### src/rtl/pim_cmp_pkg.sv
// Shared definitions for the digit-serial comparator: op encodings, FSM states
// and the final result decode.
`timescale 1ns/1ps
package pim_cmp_pkg;

  typedef enum logic [1:0] {
    CMP_LT = 2'b00,
    CMP_LE = 2'b01,
    CMP_EQ = 2'b10,
    CMP_NE = 2'b11
  } cmp_op_e;

  typedef enum logic [1:0] {
    IDLE = 2'b00,
    BUSY = 2'b01,
    DONE = 2'b10
  } cmp_state_e;

  function automatic logic cmp_result(input cmp_op_e op, input logic lt, input logic eq);
    logic res;
    res = 1'b0;
    case (op)
      CMP_LT: res = lt;
      CMP_LE: res = lt | eq;
      CMP_EQ: res = eq;
      CMP_NE: res = ~eq;
      default: res = 1'b0;
    endcase
    return res;
  endfunction

endpackage

### src/rtl/cmp_serial_digit.sv
// One digit of the serial compare: borrow-out of a_d - b_d - bin and digit equality.
`timescale 1ns/1ps
module cmp_serial_digit #(
  parameter int DIGIT     = 4,
  parameter int IMPL_TYPE = 0
) (
  input  logic [DIGIT-1:0] a_d,
  input  logic [DIGIT-1:0] b_d,
  input  logic             bin,
  output logic             bout,
  output logic             deq
);

  assign deq = (a_d == b_d);

  generate
    if (IMPL_TYPE == 1) begin : g_ripple
      // Explicit per-bit borrow chain instead of a wide subtractor.
      logic [DIGIT:0] brw;
      assign brw[0] = bin;
      for (genvar i = 0; i < DIGIT; i++) begin : g_bit
        assign brw[i+1] = (~a_d[i] & b_d[i]) | (~(a_d[i] ^ b_d[i]) & brw[i]);
      end
      assign bout = brw[DIGIT];
    end else begin : g_arith
      assign bout = ({1'b0, a_d} < ({1'b0, b_d} + (DIGIT+1)'(bin)));
    end
  endgenerate

endmodule

### src/rtl/cmp_serial_nbit.sv
// Digit-serial N-bit comparator: one DIGIT-bit slice per cycle, LSB digit first,
// with a valid/ready request and result handshake.
`timescale 1ns/1ps
module cmp_serial_nbit
  import pim_cmp_pkg::*;
#(
  parameter int WIDTH     = 32,
  parameter int DIGIT     = 4,
  parameter int IMPL_TYPE = 0
) (
  input  logic             clk,
  input  logic             rst_n,
  input  logic             in_valid,
  output logic             in_ready,
  input  logic [WIDTH-1:0] a,
  input  logic [WIDTH-1:0] b,
  input  logic [1:0]       op,
  input  logic             is_signed,
  output logic             out_valid,
  input  logic             out_ready,
  output logic             y
);

  localparam int NDIG  = WIDTH / DIGIT;
  localparam int CNT_W = $clog2(NDIG) + 1;
  localparam logic [CNT_W-1:0] CNT_LAST = CNT_W'(NDIG - 1);
  localparam logic [WIDTH-1:0] MSB_MASK = {1'b1, {(WIDTH-1){1'b0}}};

  cmp_state_e       state_q, state_d;
  logic [CNT_W-1:0] cnt_q, cnt_d;
  logic             borrow_q, borrow_d;
  logic             eq_q, eq_d;
  logic [WIDTH-1:0] opa_q, opa_d;
  logic [WIDTH-1:0] opb_q, opb_d;
  cmp_op_e          op_q, op_d;
  logic             y_q, y_d;

  logic dig_bout;
  logic dig_eq;

  // Operands are shift registers: the current digit is always in the low bits.
  cmp_serial_digit #(
    .DIGIT    (DIGIT),
    .IMPL_TYPE(IMPL_TYPE)
  ) u_digit (
    .a_d (opa_q[DIGIT-1:0]),
    .b_d (opb_q[DIGIT-1:0]),
    .bin (borrow_q),
    .bout(dig_bout),
    .deq (dig_eq)
  );

  always_comb begin
    state_d  = state_q;
    cnt_d    = cnt_q;
    borrow_d = borrow_q;
    eq_d     = eq_q;
    opa_d    = opa_q;
    opb_d    = opb_q;
    op_d     = op_q;
    y_d      = y_q;
    case (state_q)
      IDLE: begin
        if (in_valid) begin
          // Flipping the sign bits turns a signed compare into an unsigned one.
          opa_d    = a ^ (is_signed ? MSB_MASK : '0);
          opb_d    = b ^ (is_signed ? MSB_MASK : '0);
          op_d     = cmp_op_e'(op);
          cnt_d    = '0;
          borrow_d = 1'b0;
          eq_d     = 1'b1;
          state_d  = BUSY;
        end
      end
      BUSY: begin
        borrow_d = dig_bout;
        eq_d     = eq_q & dig_eq;
        opa_d    = opa_q >> DIGIT;
        opb_d    = opb_q >> DIGIT;
        if (cnt_q == CNT_LAST) begin
          cnt_d   = '0;
          y_d     = cmp_result(op_q, dig_bout, eq_q & dig_eq);
          state_d = DONE;
        end else begin
          cnt_d = cnt_q + CNT_W'(1);
        end
      end
      DONE: begin
        if (out_ready) begin
          y_d     = 1'b0;
          state_d = IDLE;
        end
      end
      default: begin
        y_d     = 1'b0;
        state_d = IDLE;
      end
    endcase
  end

  always_ff @(posedge clk or negedge rst_n) begin
    if (!rst_n) begin
      state_q  <= IDLE;
      cnt_q    <= '0;
      borrow_q <= 1'b0;
      eq_q     <= 1'b1;
      opa_q    <= '0;
      opb_q    <= '0;
      op_q     <= CMP_LT;
      y_q      <= 1'b0;
    end else begin
      state_q  <= state_d;
      cnt_q    <= cnt_d;
      borrow_q <= borrow_d;
      eq_q     <= eq_d;
      opa_q    <= opa_d;
      opb_q    <= opb_d;
      op_q     <= op_d;
      y_q      <= y_d;
    end
  end

  assign in_ready  = (state_q == IDLE);
  assign out_valid = (state_q == DONE);
  assign y         = y_q;

endmodule

### config.mk
export PLATFORM = sky130hd
export DESIGN_NAME = cmp_serial_nbit
export DESIGN_NICKNAME = d
export VERILOG_FILES = /design/src/rtl/pim_cmp_pkg.sv /design/src/rtl/cmp_serial_digit.sv /design/src/rtl/cmp_serial_nbit.sv
export SDC_FILE = /design/constraint.sdc
export NUM_CORES = 1
export LEC_CHECK = 0
export BUFFER_PORTS_ARGS = -buffer_cell sky130_fd_sc_hd__buf_2
export CORE_MARGIN = 5
export CORE_UTILIZATION = 59
export CTS_CLUSTER_SIZE = 16
export DETAILED_ROUTE_END_ITERATION = 7
export PLACE_DENSITY_LB_ADDON = 0.3
export SYNTH_ARGS = -nofsm -noshare
export SYNTH_HDL_FRONTEND = slang
export SYNTH_SLANG_ARGS = --single-unit
### constraint.sdc
create_clock -name clk -period 3.6 [get_ports clk]
set_input_delay 0.18 -clock clk [delete_from_list [all_inputs] [get_ports clk]]
set_output_delay 0.18 -clock clk [all_outputs]
set_load 0.02 [all_outputs]
==> results_tabular.tex <==
\begin{tabular}{lr}
\hline
Metric & Value \\
\hline
\multicolumn{2}{l}{\textbf{Global routing}} \\
\quad GRT Overall Usage & 21.8\% \\
\quad Via count of the first global-routing pass & 3,041 \\
\quad Total grt overflow & 0 \\
\quad First-pass GRT wire length & $\sim$13,000 um \\
\quad Maximum number of pins on one net before global-route repair & 126 \\
\quad Initial antenna violation count & 0 \\
\multicolumn{2}{l}{\textbf{Synthesis}} \\
\quad Ys Warns & 0 \\
\quad Seq/Total Area, Yosys & a little over half \\
\quad Fraction of registers with async set or reset after synthesis & 100\% \\
\quad Netlist area before placement & between 3000 and 4000 um2 \\
\quad Number of enable-type register cells in the synthesized netlist & 0 \\
\quad Number of distinct library cell variants in the gate-level netlist after synthesis & 27 \\
\quad Count of state elements after synthesis & 75 \\
\quad Instance count of the mapped netlist & between 400 and 500 \\
\quad Syn\_area\_per\_cell & 8.45 um2 \\
\quad Post-synthesis net count & 498 \\
\quad Leading post-synthesis cells by cell area & sky130\_fd\_sc\_hd\_\_dfrtp\_1 52\%, sky130\_fd\_sc\_hd\_\_nand2\_1 15\%, sky130\_fd\_sc\_hd\_\_a31oi\_1 9.8\%, sky130\_fd\_sc\_hd\_\_nor2\_1 6.3\%, sky130\_fd\_sc\_hd\_\_ha\_1 2.1\% \\
\quad Synth area leader & sky130\_fd\_sc\_hd\_\_dfrtp\_1 \\
\quad Ys flop type & sky130\_fd\_sc\_hd\_\_dfrtp\_1 \\
\quad Share of Yosys cell area claimed by the top area cell type & 52.0\% \\
\multicolumn{2}{l}{\textbf{Drt}} \\
\quad Total Routed Length & 7700 um \\
\quad Routed length per instance & approximately 14 um \\
\quad Detailed router's first-iteration violation count & around 190 \\
\quad Drc violations & 0 \\
\quad Final ANT Viol Nets & 0 \\
\quad Count of TritonRoute iterations in the first routing pass & 4 \\
\quad Detailed-route vias per instance & 5.46 \\
\quad Routed vias & 3,045 \\
\multicolumn{2}{l}{\textbf{Final layout}} \\
\quad Most frequent cells in the layout & 139 x sky130\_fd\_sc\_hd\_\_nand2\_1, 74 x sky130\_fd\_sc\_hd\_\_dfrtp\_1, 72 x sky130\_fd\_sc\_hd\_\_buf\_2 \\
\quad Nets & 555 \\
\quad Most common cell after layout, fill and taps aside & sky130\_fd\_sc\_hd\_\_nand2\_1 \\
\quad \# diodes & 0 \\
\quad Layout overhead on the synthesized area & 14.4\% \\
\quad Share of cells above drive strength 1 & 20.1\% \\
\multicolumn{2}{l}{\textbf{Timing}} \\
\quad Setup repair after global routing missed its margin & no \\
\quad Relative max-transition margin & 22.9\% \\
\quad Post-route worst hold slack & -27.6 ps \\
\quad Post-route fraction of the period consumed by the critical path & 57.2\% \\
\quad Worst-margin pin slew & 1160 ps \\
\quad Maximum clock rate & 485 MHz \\
\quad Total Negative Setup Slacks & 0 ps \\
\quad Worst Clk Skew & 8.64 ps \\
\quad Pins over their slew limit & 0 \\
\quad Minimum clock period after layout & a little over 2000 ps \\
\quad Final number of hold-violating endpoints & 15 \\
\quad Final count of negative-setup-slack endpoints & 0 \\
\multicolumn{2}{l}{\textbf{Clock network}} \\
\quad Number of buffers on the longest clock path & 2 \\
\quad Clock latency on the worst-skew pair & between 300 and 400 ps \\
\quad CTS Sinks & 75 \\
\quad Number of buffers added for setup after CTS & 0 \\
\quad Count of instances resized after the clock tree is built & 0 \\
\quad Number of buffers created by CTS & 9 \\
\quad Htree depth & 3 \\
\quad CTS tree & yes \\
\quad Hold-fix buffer count after cts & 0 \\
\quad Cell at the root of the clock tree & sky130\_fd\_sc\_hd\_\_clkbuf\_8 \\
\quad Clock Pin Slew Worst Setup and Hold Paths & 80 ps \\
\multicolumn{2}{l}{\textbf{Hold path}} \\
\quad Class of the tightest hold or removal check & in2async \\
\multicolumn{2}{l}{\textbf{Setup path}} \\
\quad Arrival time at the worst endpoint & 2300 ps \\
\quad Worst Setup Path Type & reg2reg \\
\quad Worst R2R Path Depth & 5 \\
\quad Critical Path RT & 3840 ps \\
\quad Endpoint kind of the worst setup timing path & flop \\
\quad Peak fanout along the critical path & 45 \\
\quad Critical Path Start Type & flop \\
\multicolumn{2}{l}{\textbf{Placed design}} \\
\quad Detailed-placement wirelength estimate & 5150 um \\
\quad I/O Buffers & 73 \\
\quad Final weighted congestion in routability-driven placement & around 0.79 \\
\multicolumn{2}{l}{\textbf{Outcome}} \\
\quad Result of the run & complete, but fails checks \\
\quad Violated checks & negative hold slack \\
\multicolumn{2}{l}{\textbf{Floorplan}} \\
\quad Standard cell core area & 5890 um2 \\
\quad Die Outline Area & 7680 um2 \\
\quad Vertical die dimension & 87.7 um \\
\quad Die boundary width & between 80 and 90 um \\
\quad I/O pin cnt & 74 \\
\quad Initial cell density of the core & 60.5\% \\
\quad Number of core rows & 28 \\
\multicolumn{2}{l}{\textbf{Power and ir drop}} \\
\quad Ratio of total power to cell area & between 800 and 900 nW/um2 \\
\quad Largest vdd supply drop & between 0.0005 and 0.0006 V \\
\quad Static leakage power & 1.95 nW \\
\multicolumn{2}{l}{\textbf{Flow run}} \\
\quad Max Cap Viol & 0 \\
\hline
\end{tabular}
==> worst paths after layout <==
path | start | endpoint | slack, ps
max | state_q[0]$_DFFE_PN0P_ | opa_q[13]$_DFFE_PN0P_ | 1540
min in group clk | b[30] | opb_q[30]$_DFFE_PN0P_ | 30
max in group asynchronous | rst_n | opb_q[31]$_DFFE_PN0P_ | 3030
max reg2reg | state_q[0]$_DFFE_PN0P_ | opa_q[13]$_DFFE_PN0P_ | 1540
min reg2reg | cnt_q[3]$_DFFE_PN0P_ | cnt_q[3]$_DFFE_PN0P_ | 500
min | rst_n | opb_q[28]$_DFFE_PN0P_ | -30
==> cell families after synthesis <==
family / synth area share (%)
muxes: 0.281
AOI/OAI and AO/OA: 12.8
and+or+nand+nor: 25.6
buffers and inverters: 4.54
xor gates and xnor gates: 1.97
DFF: 52.8
adders and majority gates: 2.11
==> synth_stat cells (2+ instances only) <==
cell type                  number
sky130_fd_sc_hd__xnor2_1        4
sky130_fd_sc_hd__ha_1           6
sky130_fd_sc_hd__xor2_1         4
sky130_fd_sc_hd__a31oi_1       56
sky130_fd_sc_hd__nand3_1       13
sky130_fd_sc_hd__inv_1          2
sky130_fd_sc_hd__nand2_1      140
sky130_fd_sc_hd__a21o_1         2
sky130_fd_sc_hd__nor2_1        60
sky130_fd_sc_hd__buf_2         12
sky130_fd_sc_hd__dfrtp_1       74
sky130_fd_sc_hd__nor3b_1        2
sky130_fd_sc_hd__nand2b_1       5
sky130_fd_sc_hd__o21ai_0       12
sky130_fd_sc_hd__and2_1         2
sky130_fd_sc_hd__buf_6          4
sky130_fd_sc_hd__clkbuf_1      13
==> through the flow <==
step                      instance area (um2)  total power [W]  setup WS, ps  cells  utilization, %
after floorplan                          3560          0.00261          1830    421               -
after global placement                   3890          0.00285          1620    542            66.1
after detailed placement                 3890          0.00293          1540    542            66.1
after CTS                                4070          0.00352          1510    558            69.2
after global routing                     4070          0.00384          1350    558            69.2
final                                    4070          0.00350          1540    558            69.2
==> critical path, stage by stage, from the launching register on <==
cell	delay, ps
sky130_fd_sc_hd__dfrtp_1	450
sky130_fd_sc_hd__nor2_2	170
sky130_fd_sc_hd__and2_2	670
sky130_fd_sc_hd__buf_4	380
sky130_fd_sc_hd__nand2_1	80
sky130_fd_sc_hd__a31oi_1	190
==> flip-flops by register name, indices dropped and copies added, names as in the netlist <==
register and flops:
y 1, op_q 2, cnt_q 4, opb_q 32, borrow_q 1, opa_q 32
eq_q 1, state_q 2
==> per-layer routing <==
layer	routed length [um]	global-route usage [%]	vias to the layer above
met5	0	0	-
met4	116	8.65	0
met3	460	4.42	11
met2	3780	35.4	82
met1	3340	28.9	1435
li1	-	-	1517
==> power breakdown <==
part	leakage (nW)	total, W	internal [W]	switching [W]
sequential	0.887	0.00151	0.00125	0.000261
combinational	0.983	0.00141	0.000557	0.000852
clock	0.0843	0.000586	0.000268	0.000318
==> layout make-up <==
type | count | area, um2
Clock buffer | 10 | 138
Inverter | 2 | 7.51
Multi-Input combinational cell | 315 | 1530
Sequential cell | 75 | 1880
Tap cell | 75 | 93.8
Clock inverter | 6 | 41.3
Fill cell | 483 | 1810
Timing Repair Buffer | 75 | 383
Note: power is estimated with default switching activity, not from simulation.
